==> config.mk <==
export PLATFORM = sky130hd
export DESIGN_NAME = seg7_mux_counter
export DESIGN_NICKNAME = d
export VERILOG_FILES = /design/src/rtl/seg7_pkg.sv /design/src/rtl/seg7_decoder.sv /design/src/rtl/seg7_mux_counter.sv
export SDC_FILE = /design/constraint.sdc
export NUM_CORES = 1
export LEC_CHECK = 0
export ABC_CLOCK_PERIOD_IN_PS = 6500
export BUFFER_PORTS_ARGS = -buffer_cell sky130_fd_sc_hd__buf_2
export CAP_MARGIN = 40
export CORE_MARGIN = 2
export CORE_UTILIZATION = 25
export CTS_CLUSTER_DIAMETER = 50
export DETAILED_ROUTE_END_ITERATION = 10
export GPL_TIMING_DRIVEN = 0
export MAX_ROUTING_LAYER = met4
export PLACE_DENSITY = 0.49
export SLEW_MARGIN = 40
export SYNTH_ARGS = -nofsm -noshare
export SYNTH_HDL_FRONTEND = slang
export SYNTH_SLANG_ARGS = --single-unit
==> constraint.sdc <==
create_clock -name clk -period 6.5 [get_ports clk]
set_clock_uncertainty 0.2 [all_clocks]
set_input_delay 0.975 -clock clk [delete_from_list [all_inputs] [get_ports clk]]
set_output_delay 0.975 -clock clk [all_outputs]
set_load 0.02 [all_outputs]
==> src/rtl/seg7_pkg.sv <==
`default_nettype none
// ============================================================================
// Module   : seg7_pkg
// Purpose  : Shared types and constants for the multiplexed seven-segment
//            display counter: digit type, radix values and segment glyphs.
// Glyphs   : active-high, bit0 = segment a ... bit6 = segment g.
// Revision : 1.0 - initial release
// ============================================================================
package seg7_pkg;

    typedef logic [3:0] digit_t;

    localparam int RADIX_DEC = 10;
    localparam int RADIX_HEX = 16;

    localparam logic [6:0] SEG_0     = 7'h3F;
    localparam logic [6:0] SEG_1     = 7'h06;
    localparam logic [6:0] SEG_2     = 7'h5B;
    localparam logic [6:0] SEG_3     = 7'h4F;
    localparam logic [6:0] SEG_4     = 7'h66;
    localparam logic [6:0] SEG_5     = 7'h6D;
    localparam logic [6:0] SEG_6     = 7'h7D;
    localparam logic [6:0] SEG_7     = 7'h07;
    localparam logic [6:0] SEG_8     = 7'h7F;
    localparam logic [6:0] SEG_9     = 7'h6F;
    localparam logic [6:0] SEG_A     = 7'h77;
    localparam logic [6:0] SEG_B     = 7'h7C;
    localparam logic [6:0] SEG_C     = 7'h39;
    localparam logic [6:0] SEG_D     = 7'h5E;
    localparam logic [6:0] SEG_E     = 7'h79;
    localparam logic [6:0] SEG_F     = 7'h71;
    localparam logic [6:0] SEG_BLANK = 7'h00;

endpackage
`default_nettype wire

==> src/rtl/seg7_decoder.sv <==
`default_nettype none
// ============================================================================
// Module   : seg7_decoder
// Purpose  : Combinational hex digit to seven-segment glyph decoder.
// Ports    : digit_i - 4-bit digit value (0..F)
//            seg_o   - active-high segment pattern, bit0 = a ... bit6 = g
// Revision : 1.0 - initial release
// ============================================================================
module seg7_decoder
    import seg7_pkg::*;
(
    input  digit_t     digit_i,
    output logic [6:0] seg_o
);

    always_comb begin
        seg_o = SEG_BLANK;
        case (digit_i)
            4'h0: seg_o = SEG_0;
            4'h1: seg_o = SEG_1;
            4'h2: seg_o = SEG_2;
            4'h3: seg_o = SEG_3;
            4'h4: seg_o = SEG_4;
            4'h5: seg_o = SEG_5;
            4'h6: seg_o = SEG_6;
            4'h7: seg_o = SEG_7;
            4'h8: seg_o = SEG_8;
            4'h9: seg_o = SEG_9;
            4'hA: seg_o = SEG_A;
            4'hB: seg_o = SEG_B;
            4'hC: seg_o = SEG_C;
            4'hD: seg_o = SEG_D;
            4'hE: seg_o = SEG_E;
            4'hF: seg_o = SEG_F;
        endcase
    end

endmodule
`default_nettype wire

==> src/rtl/seg7_mux_counter.sv <==
`default_nettype none
// ============================================================================
// Module   : seg7_mux_counter
// Purpose  : N-digit up/down display counter (radix 10 or 16) with prescaled
//            count tick, synchronous load and a time-multiplexed scan driver
//            for a common-cathode multi-digit seven-segment display.
// Ports    : clk          - clock
//            rst_n        - synchronous active-low reset
//            en_i         - count enable (low freezes prescaler and count)
//            up_i         - 1 = increment, 0 = decrement
//            load_i       - synchronous load strobe (wins over a tick)
//            load_value_i - load value, digit i in bits [4i+3:4i]
//            count_o      - registered count, same digit packing
//            wrap_o       - one-cycle pulse on full-range wrap
//            segments_o   - registered active-high segments, bit0 = a
//            digit_sel_o  - registered one-hot digit enable
// Options  : SEG7_LEADING_ZERO_BLANK_EN - blank leading zero digits
//            (digit 0 is never blanked).
// Revision : 1.0 - initial release
// ============================================================================
module seg7_mux_counter
    import seg7_pkg::*;
#(
    parameter int NUM_DIGITS = 4,
    parameter int TICK_DIV   = 10000000,
    parameter int SCAN_DIV   = 10000,
    parameter int RADIX      = 16
) (
    input  logic                    clk,
    input  logic                    rst_n,
    input  logic                    en_i,
    input  logic                    up_i,
    input  logic                    load_i,
    input  logic [4*NUM_DIGITS-1:0] load_value_i,
    output logic [4*NUM_DIGITS-1:0] count_o,
    output logic                    wrap_o,
    output logic [6:0]              segments_o,
    output logic [NUM_DIGITS-1:0]   digit_sel_o
);

    localparam int PRE_W  = (TICK_DIV > 1)   ? $clog2(TICK_DIV)   : 1;
    localparam int SCAN_W = (SCAN_DIV > 1)   ? $clog2(SCAN_DIV)   : 1;
    localparam int IDX_W  = (NUM_DIGITS > 1) ? $clog2(NUM_DIGITS) : 1;

    localparam logic [PRE_W-1:0]  PRE_LAST  = PRE_W'(TICK_DIV - 1);
    localparam logic [SCAN_W-1:0] SCAN_LAST = SCAN_W'(SCAN_DIV - 1);
    localparam logic [IDX_W-1:0]  IDX_LAST  = IDX_W'(NUM_DIGITS - 1);
    localparam digit_t            DIGIT_MAX = digit_t'(RADIX - 1);

    generate
        if (RADIX != RADIX_DEC && RADIX != RADIX_HEX) begin : g_bad_radix
            $error("seg7_mux_counter: RADIX must be 10 or 16");
        end
        if (NUM_DIGITS < 1 || NUM_DIGITS > 8) begin : g_bad_digits
            $error("seg7_mux_counter: NUM_DIGITS must be 1..8");
        end
        if (TICK_DIV < 1 || SCAN_DIV < 1) begin : g_bad_div
            $error("seg7_mux_counter: TICK_DIV and SCAN_DIV must be >= 1");
        end
    endgenerate

    // ------------------------------------------------------------------------
    // State
    // ------------------------------------------------------------------------
    logic [4*NUM_DIGITS-1:0] count_q,     count_d;
    logic [PRE_W-1:0]        pre_q,       pre_d;
    logic                    wrap_q,      wrap_d;
    logic [SCAN_W-1:0]       scan_q,      scan_d;
    logic [IDX_W-1:0]        idx_q,       idx_d;
    logic [6:0]              segments_q,  segments_d;
    logic [NUM_DIGITS-1:0]   digit_sel_q, digit_sel_d;

    logic                    tick;
    logic                    chain_carry;
    logic [4*NUM_DIGITS-1:0] stepped;
    logic [4*NUM_DIGITS-1:0] loaded;
    digit_t                  cur_digit;
    digit_t                  sel_digit;
    logic [6:0]              dec_seg;
    logic                    lz_blank;

    // ------------------------------------------------------------------------
    // Tick prescaler, ripple digit chain and load
    // ------------------------------------------------------------------------
    always_comb begin
        tick = en_i && (pre_q == PRE_LAST);

        // Carry/borrow enters digit 0 and ripples while digits roll over;
        // surviving the last digit means the whole count wrapped.
        chain_carry = 1'b1;
        stepped     = count_q;
        cur_digit   = '0;
        for (int i = 0; i < NUM_DIGITS; i++) begin
            cur_digit = count_q[4*i +: 4];
            if (chain_carry) begin
                if (up_i) begin
                    if (cur_digit == DIGIT_MAX) begin
                        stepped[4*i +: 4] = '0;
                    end else begin
                        stepped[4*i +: 4] = cur_digit + 4'd1;
                        chain_carry       = 1'b0;
                    end
                end else begin
                    if (cur_digit == '0) begin
                        stepped[4*i +: 4] = DIGIT_MAX;
                    end else begin
                        stepped[4*i +: 4] = cur_digit - 4'd1;
                        chain_carry       = 1'b0;
                    end
                end
            end
        end

        // Decimal mode clamps out-of-range loaded digits to 9.
        loaded = load_value_i;
        for (int i = 0; i < NUM_DIGITS; i++) begin
            if (RADIX == RADIX_DEC && load_value_i[4*i +: 4] > 4'd9) begin
                loaded[4*i +: 4] = 4'd9;
            end
        end

        count_d = count_q;
        pre_d   = pre_q;
        wrap_d  = 1'b0;
        if (load_i) begin
            count_d = loaded;
            pre_d   = '0;
        end else if (tick) begin
            count_d = stepped;
            wrap_d  = chain_carry;
            pre_d   = '0;
        end else if (en_i) begin
            pre_d   = pre_q + PRE_W'(1);
        end
    end

    // ------------------------------------------------------------------------
    // Scan counter and display register inputs
    // ------------------------------------------------------------------------
    always_comb begin
        scan_d = scan_q + SCAN_W'(1);
        idx_d  = idx_q;
        if (scan_q == SCAN_LAST) begin
            scan_d = '0;
            idx_d  = (idx_q == IDX_LAST) ? '0 : idx_q + IDX_W'(1);
        end

        sel_digit   = '0;
        digit_sel_d = '0;
        lz_blank    = (idx_q != '0);
        for (int i = 0; i < NUM_DIGITS; i++) begin
            if (idx_q == IDX_W'(i)) begin
                sel_digit      = count_q[4*i +: 4];
                digit_sel_d[i] = 1'b1;
            end
            // Blank only if the selected digit and everything above it is 0.
            if (i >= int'(idx_q) && count_q[4*i +: 4] != '0) begin
                lz_blank = 1'b0;
            end
        end
    end

    seg7_decoder u_decoder (
        .digit_i (sel_digit),
        .seg_o   (dec_seg)
    );

`ifdef SEG7_LEADING_ZERO_BLANK_EN
    assign segments_d = lz_blank ? SEG_BLANK : dec_seg;
`else
    logic unused_blank;
    assign unused_blank = lz_blank;
    assign segments_d   = dec_seg;
`endif

    // ------------------------------------------------------------------------
    // Registers
    // ------------------------------------------------------------------------
    always_ff @(posedge clk) begin
        if (!rst_n) begin
            count_q     <= '0;
            pre_q       <= '0;
            wrap_q      <= 1'b0;
            scan_q      <= '0;
            idx_q       <= '0;
            segments_q  <= SEG_0;
            digit_sel_q <= NUM_DIGITS'(1);
        end else begin
            count_q     <= count_d;
            pre_q       <= pre_d;
            wrap_q      <= wrap_d;
            scan_q      <= scan_d;
            idx_q       <= idx_d;
            segments_q  <= segments_d;
            digit_sel_q <= digit_sel_d;
        end
    end

    assign count_o     = count_q;
    assign wrap_o      = wrap_q;
    assign segments_o  = segments_q;
    assign digit_sel_o = digit_sel_q;

endmodule
`default_nettype wire

-- Yosys cells after proc, flatten, opt, wreduce, memory -nomap -nowiden
Memory sizes are Yosys's and may differ from the RTL's. A register that Yosys moved wholly into a read port is not among the register bits.
Cells that the tools add are included.
- register bits after elaboration: 61
- memory bits (read-only): 112
- memories kept: 1
- add/sub/neg operators: 11
- equal/unequal tests: 9
- multiplexer cells: 40
- bitwise gates (word level): 3
- reductions and logical operators: 17
- memory list (memory ; words ; width ; rd ports ; clocked after memory_dff ; write ports ; RTL line ; source):
    (name not given) ; 16 ; 7 ; 1 ; 1 ; 0 ; seg7_decoder.sv:18 ; case (digit_i)
- operators with widths (cell ; count):
    4-bit two-way mux ; 19
    16-bit two-way mux ; 2
    24-bit by 1-bit adder with 24-bit output (second input constant) ; 1
    24-bit equality test (second input constant) ; 1
    1-bit two-way mux ; 18
    4-bit by 1-bit adder with 4-bit output (second input constant) ; 4
    4-bit equality test (second input constant) ; 4
    4-bit logical NOT ; 4
    4-bit by 1-bit subtractor with 4-bit output (second input constant) ; 4
    14-bit by 1-bit adder with 14-bit output (second input constant) ; 1
    14-bit equality test (second input constant) ; 1
    2-bit nonzero test ; 4
    2-bit AND reduction ; 3
    2-bit equality test (second input constant) ; 2
    4-bit OR reduction ; 1
    1-bit inverter ; 3
    3-bit OR reduction ; 1
    2-bit by 1-bit adder with 2-bit output (second input constant) ; 1
    2-bit by 1-bit equality test with 1-bit output (second input constant) ; 1
    2-bit logical NOT ; 1
    2-bit two-way mux ; 1
    2-bit OR reduction ; 1
    1-bit logical AND ; 1
    1-bit logical NOT ; 1

-- Longest topological paths before layout
- depth in word-level cells: 8
- depth in mapped cells: 10

-- Hierarchy
A second synthesis with hierarchy kept.
- cells, all modules: 474
- area, all modules: 3930.0 um2
- by module, submodules not included (module ; instances ; cells each ; area each (um2)):
    seg7_mux_counter ; 1 ; 441 ; 3639.7
    seg7_decoder ; 1 ; 33 ; 290.3

-- Least setup slack after synthesis
OpenSTA, ideal clock, no wires.
- kind: input to register
- start point: input port up_i
- end point: register count_q[12], in the netlist count_o[12]
- data arrival time: 2.431 ns
- setup slack: 3.738 ns
- stages: 6
- path buffers: 1
- path through: buf_2 or4b_1 a222oi_1 nand4_1 nor4_1 a311oi_1
- longest elaborated chain between the ends: 5
- ends and longest elaborated chain (what ; RTL line ; source):
    from (decl) ; seg7_mux_counter.sv:32 ; input logic up_i,
    1-bit two-way mux ; seg7_mux_counter.sv:96 ; if (up_i) begin
    1-bit two-way mux (2 in a row) ; seg7_mux_counter.sv:95 ; if (chain_carry) begin
    2-bit nonzero test (no source line) ; -- ;
    2-bit AND reduction (no source line) ; -- ;
    to (signal assigned) ; seg7_mux_counter.sv:189 ; count_q <= count_d;
    to (decl) ; seg7_mux_counter.sv:65 ; logic [4*NUM_DIGITS-1:0] count_q, count_d;
Several ways; a longest one is shown, not always the timed one. The select of a mux whose other input is x is not followed.
A chain may end at the register's enable or synchronous reset.

-- Worst setup path in the final report
- start point: register idx_q[0]
- end point: register segments_q[5], in the netlist segments_o[5]
- longest elaborated chain between the ends: 5
- ends and longest elaborated chain (what ; RTL line ; source):
    from (decl) ; seg7_mux_counter.sv:69 ; logic [IDX_W-1:0] idx_q, idx_d;
    from (signal assigned) ; seg7_mux_counter.sv:193 ; idx_q <= idx_d;
    2-bit logical NOT ; seg7_mux_counter.sv:152 ; if (idx_q == IDX_W'(i)) begin
    4-bit two-way mux (3 in a row) ; seg7_mux_counter.sv:152 ;
    4-bit two-way mux * ; seg7_mux_counter.sv:152 ;
    to (decl) ; seg7_mux_counter.sv:70 ; logic [6:0] segments_q, segments_d;
Every way passes the cells marked *; elsewhere a longest branch is shown, timed or not.

==> results by group <==
Layout
  – Commonest cells after routing, fill and taps aside: dfxtp_1, buf_2, nor2_1
  – Most common cell after layout, fill and taps aside: dfxtp_1
  – Nets: 566
  – Final std cells w/o fill: 745
  – Register Area: 1361 um^2
  – Layout cells sized above 1: 0.1720
  – Area grow syn2layout: 20.78%
  – Multi-input logic area: between 2000 and 2500 um^2
  – Fillers: 1655
  – Number of diodes: 0
  – Final instance area: 4815 um^2

Drt
  – DRT Pass-1 Iters: 5
  – First DRT Iteration DRCs: approximately 200
  – Wire length per cell: 14.79 um
  – WL final: between 10 and 15 mm
  – Vias per cell: 4.856
  – Vias: between 3000 and 4000
  – DRC: 0
  – Final antenna-violating net count: 0

Yosys
  – Post-synthesis adder-cell area fraction: 0.06591
  – Top_reg_cell synth: dfxtp_1
  – Async SR Flop Fraction: 0
  – Unique cell type count in the Yosys netlist: a little under 70
  – Synthesized flop and latch total: about 70
  – Xor-xnor portion of the synthesized cell area: 0.09448
  – Mux share of post-synthesis cell area: 0.03892
  – Yosys top cell area share: 0.3415
  – Largest family of logic cells by synthesized area: simple AND/OR/NAND/NOR gates
  – Cell taking the most area after synthesis: dfxtp_1
  – Syn avg cell area: 8.554 um^2
  – Syn Nets: 508
  – Post-synth EDFFs: 0
  – Post-Synth Simple-Gate Area: 0.2690
  – Area fraction in compound gates after synthesis: 0.1394
  – Post-synthesis cell count: 466
  – Post-Syn Area: 3986 um^2
  – Top cells by area, synth: dfxtp_1, ha_1, xnor2_1
  – Register area share after synthesis: 0.3415
  – YS warnings: 0

Global route
  – Antenna violations before repair: 0
  – First-pass GRT wire length: between 15 and 20 mm
  – Largest net degree at the start of global routing: 13
  – Vias in the first global route: 3439
  – GR Util All Layers: 0.1400
  – Gr ovfl total: 0

Die
  – Die ar.: about 17000 um^2
  – Die Ht: 130.3 um
  – Starting Density: 0.2537
  – Row Count: 46
  – Core Region: 15710 um^2
  – I/O pins: 49
  – Horiz. Die Dim: 130.3 um

Outcome
  – Outcome: finished, final reports clean

Placed design
  – Placed Area: between 4000 and 5000 um^2
  – Dpl cells: 729
  – Port bufs: 47
  – RePlAce Congestion: 0.8365
  – Final HPWL DP: approximately 8.2 mm

Run
  – Max Cap Viol: 0

Critical path
  – CP startpoint kind: flop
  – Endpoint class of the critical path: flop
  – WS Path Type: reg -> reg
  – Crit path DAT: 2.97 ns
  – Required @ worst endpoint: around 6.5 ns
  – CP Max Fanout: 10

STA
  – Fin. max-slew vios: 0
  – Part of the cycle the worst path needs: 0.4599
  – Slew @ Worst Pin: around 0.8 ns
  – Final setup vio count: 0
  – Final Hold Viols: 0
  – Fmax: 334.5 MHz
  – Final TNS setup: 0 ns
  – Slew HR: 0.4771
  – Unrepaired setup endpoints after global routing: false
  – Post-layout minimum cycle time: 2.989 ns

Clock network
  – # H-tree levels: 3
  – Setup bufs post-CTS: 0
  – Clk Latency, worst-skew pair: 0.33 ns
  – Post-cts gate resize count: 0
  – Number of buffers created by CTS: 9
  – Hold bufs inserted after CTS: 0
  – Clock buffer depth: 2
  – CTS tree: built
  – Root buffer selected by CTS: clkbuf_16
  – Clk sinks: 68
  – Clk slew on worst S/H paths: 0.06 ns

Power and ir drop
  – Power per cell area: 229.3 nW/um^2
  – Lkg Pwr: 1.854 nW
  – Maximum VDD drop: 0.00009032 V

Min path
  – Worst Hold Class: reg -> reg
[through the flow]
| step | setup slack (ns) | power (mW) | utilization | hold WS, ns |
|---|---|---|---|---|
| 2_1_floorplan | 3.738 | 0.5432 | - | 0.2175 |
| 3_3_place_gp | 3.299 | 0.5869 | 0.2859 | 0.2318 |
| 3_5_place_dp | 3.230 | 0.5900 | 0.2859 | 0.2418 |
| 4_1_cts | 3.421 | 1.118 | 0.3061 | 0.2513 |
| 5_1_grt | 3.274 | 1.151 | 0.3064 | 0.2953 |
| 6_report | 3.511 | 1.104 | 0.3064 | 0.2498 |
[logic make-up (layout without fill, tap and decap cells)]
logic type | count (synthesis) | after routing
AND/OR/NAND/NOR | 197 | 197
flip-flops | 68 | 68
XOR/XNOR | 43 | 43
buffers and inverters | 41 | 104
multiplexers | 15 | 15
AO/OA/AOI/OAI | 81 | 81
adder cells (fa/ha/maj) | 21 | 21
[area by class of cell]
| class | count | share of cell area |
|---|---|---|
| inverter | 18 | 0.01403 |
| sequential | 68 | 0.2827 |
| buffer | 23 | 0.02807 |
| clock buffer | 10 | 0.04756 |
| clock inverter | 6 | 0.01845 |
| timing repair buffer | 47 | 0.04886 |
| multi-input combinational | 357 | 0.5042 |
| tap | 216 | 0.05613 |
[cell usage after synthesis, drive strengths merged, types with 2 or more instances]
master,n
nand4b,2
nor3,13
or2,2
nor2,53
xor2,16
mux2i,11
and2,8
nor3b,5
o211ai,2
o21ai,23
dfxtp,68
clkbuf,10
mux2,4
xnor2,27
buf,13
nor4b,3
and3,15
a311oi,2
or3,5
nand4,16
a41oi,4
a21boi,2
a22oi,2
a21oi,11
nor4,3
a21o,2
a211oi,9
or4b,3
a222oi,2
a31oi,5
nand2,32
nor2b,6
nand3,17
nand3b,4
a211o,3
nand2b,3
o311ai,2
or4,3
inv,18
ha,21
o31ai,2
o221ai,2
[flip-flops by register name (all words and copies together) (netlist names)]
signal / flops
scan_q: 14
pre_q: 24
wrap_o: 1
count_o: 16
digit_sel_o: 4
idx_q: 2
segments_o: 7
[path summary, 6_finish.rpt]
path | to | slack, ns | start | cells past startpoint
setup / recovery | segments_o[5] | 3.51 | idx_q[0] | 9
hold / removal | scan_q[0] | 0.25 | scan_q[0] | 1
setup reg to reg | segments_o[5] | 3.51 | idx_q[0] | 9
hold reg to reg | scan_q[0] | 0.25 | scan_q[0] | 1
[metal layers]
metal	vias to the layer above	wire length (um)	GRT usage
met4	0	201	0.05566
li1	1790	-	-
met3	14	540	0.02788
met2	99	4710	0.1971
met5	-	0	-
met1	1715	5568	0.1953
[worst max-delay path, cell delays in order, from the launching register on]
cell and delay [ns]:
dfxtp_1 0.39, ha_1 0.26, buf_2 0.24, a211oi_1 0.06
a211oi_1 0.68, inv_1 0.22, ha_1 0.25, or2_2 0.29
a21oi_1 0.15, o21ai_0 0.09
[report_power, final]
part	internal, mW	switching, mW	total, mW
logic	0.0552	0.0806	0.136
clock network	0.336	0.186	0.522
registers	0.429	0.0174	0.446
Note: power is estimated with default switching activity, not from simulation.
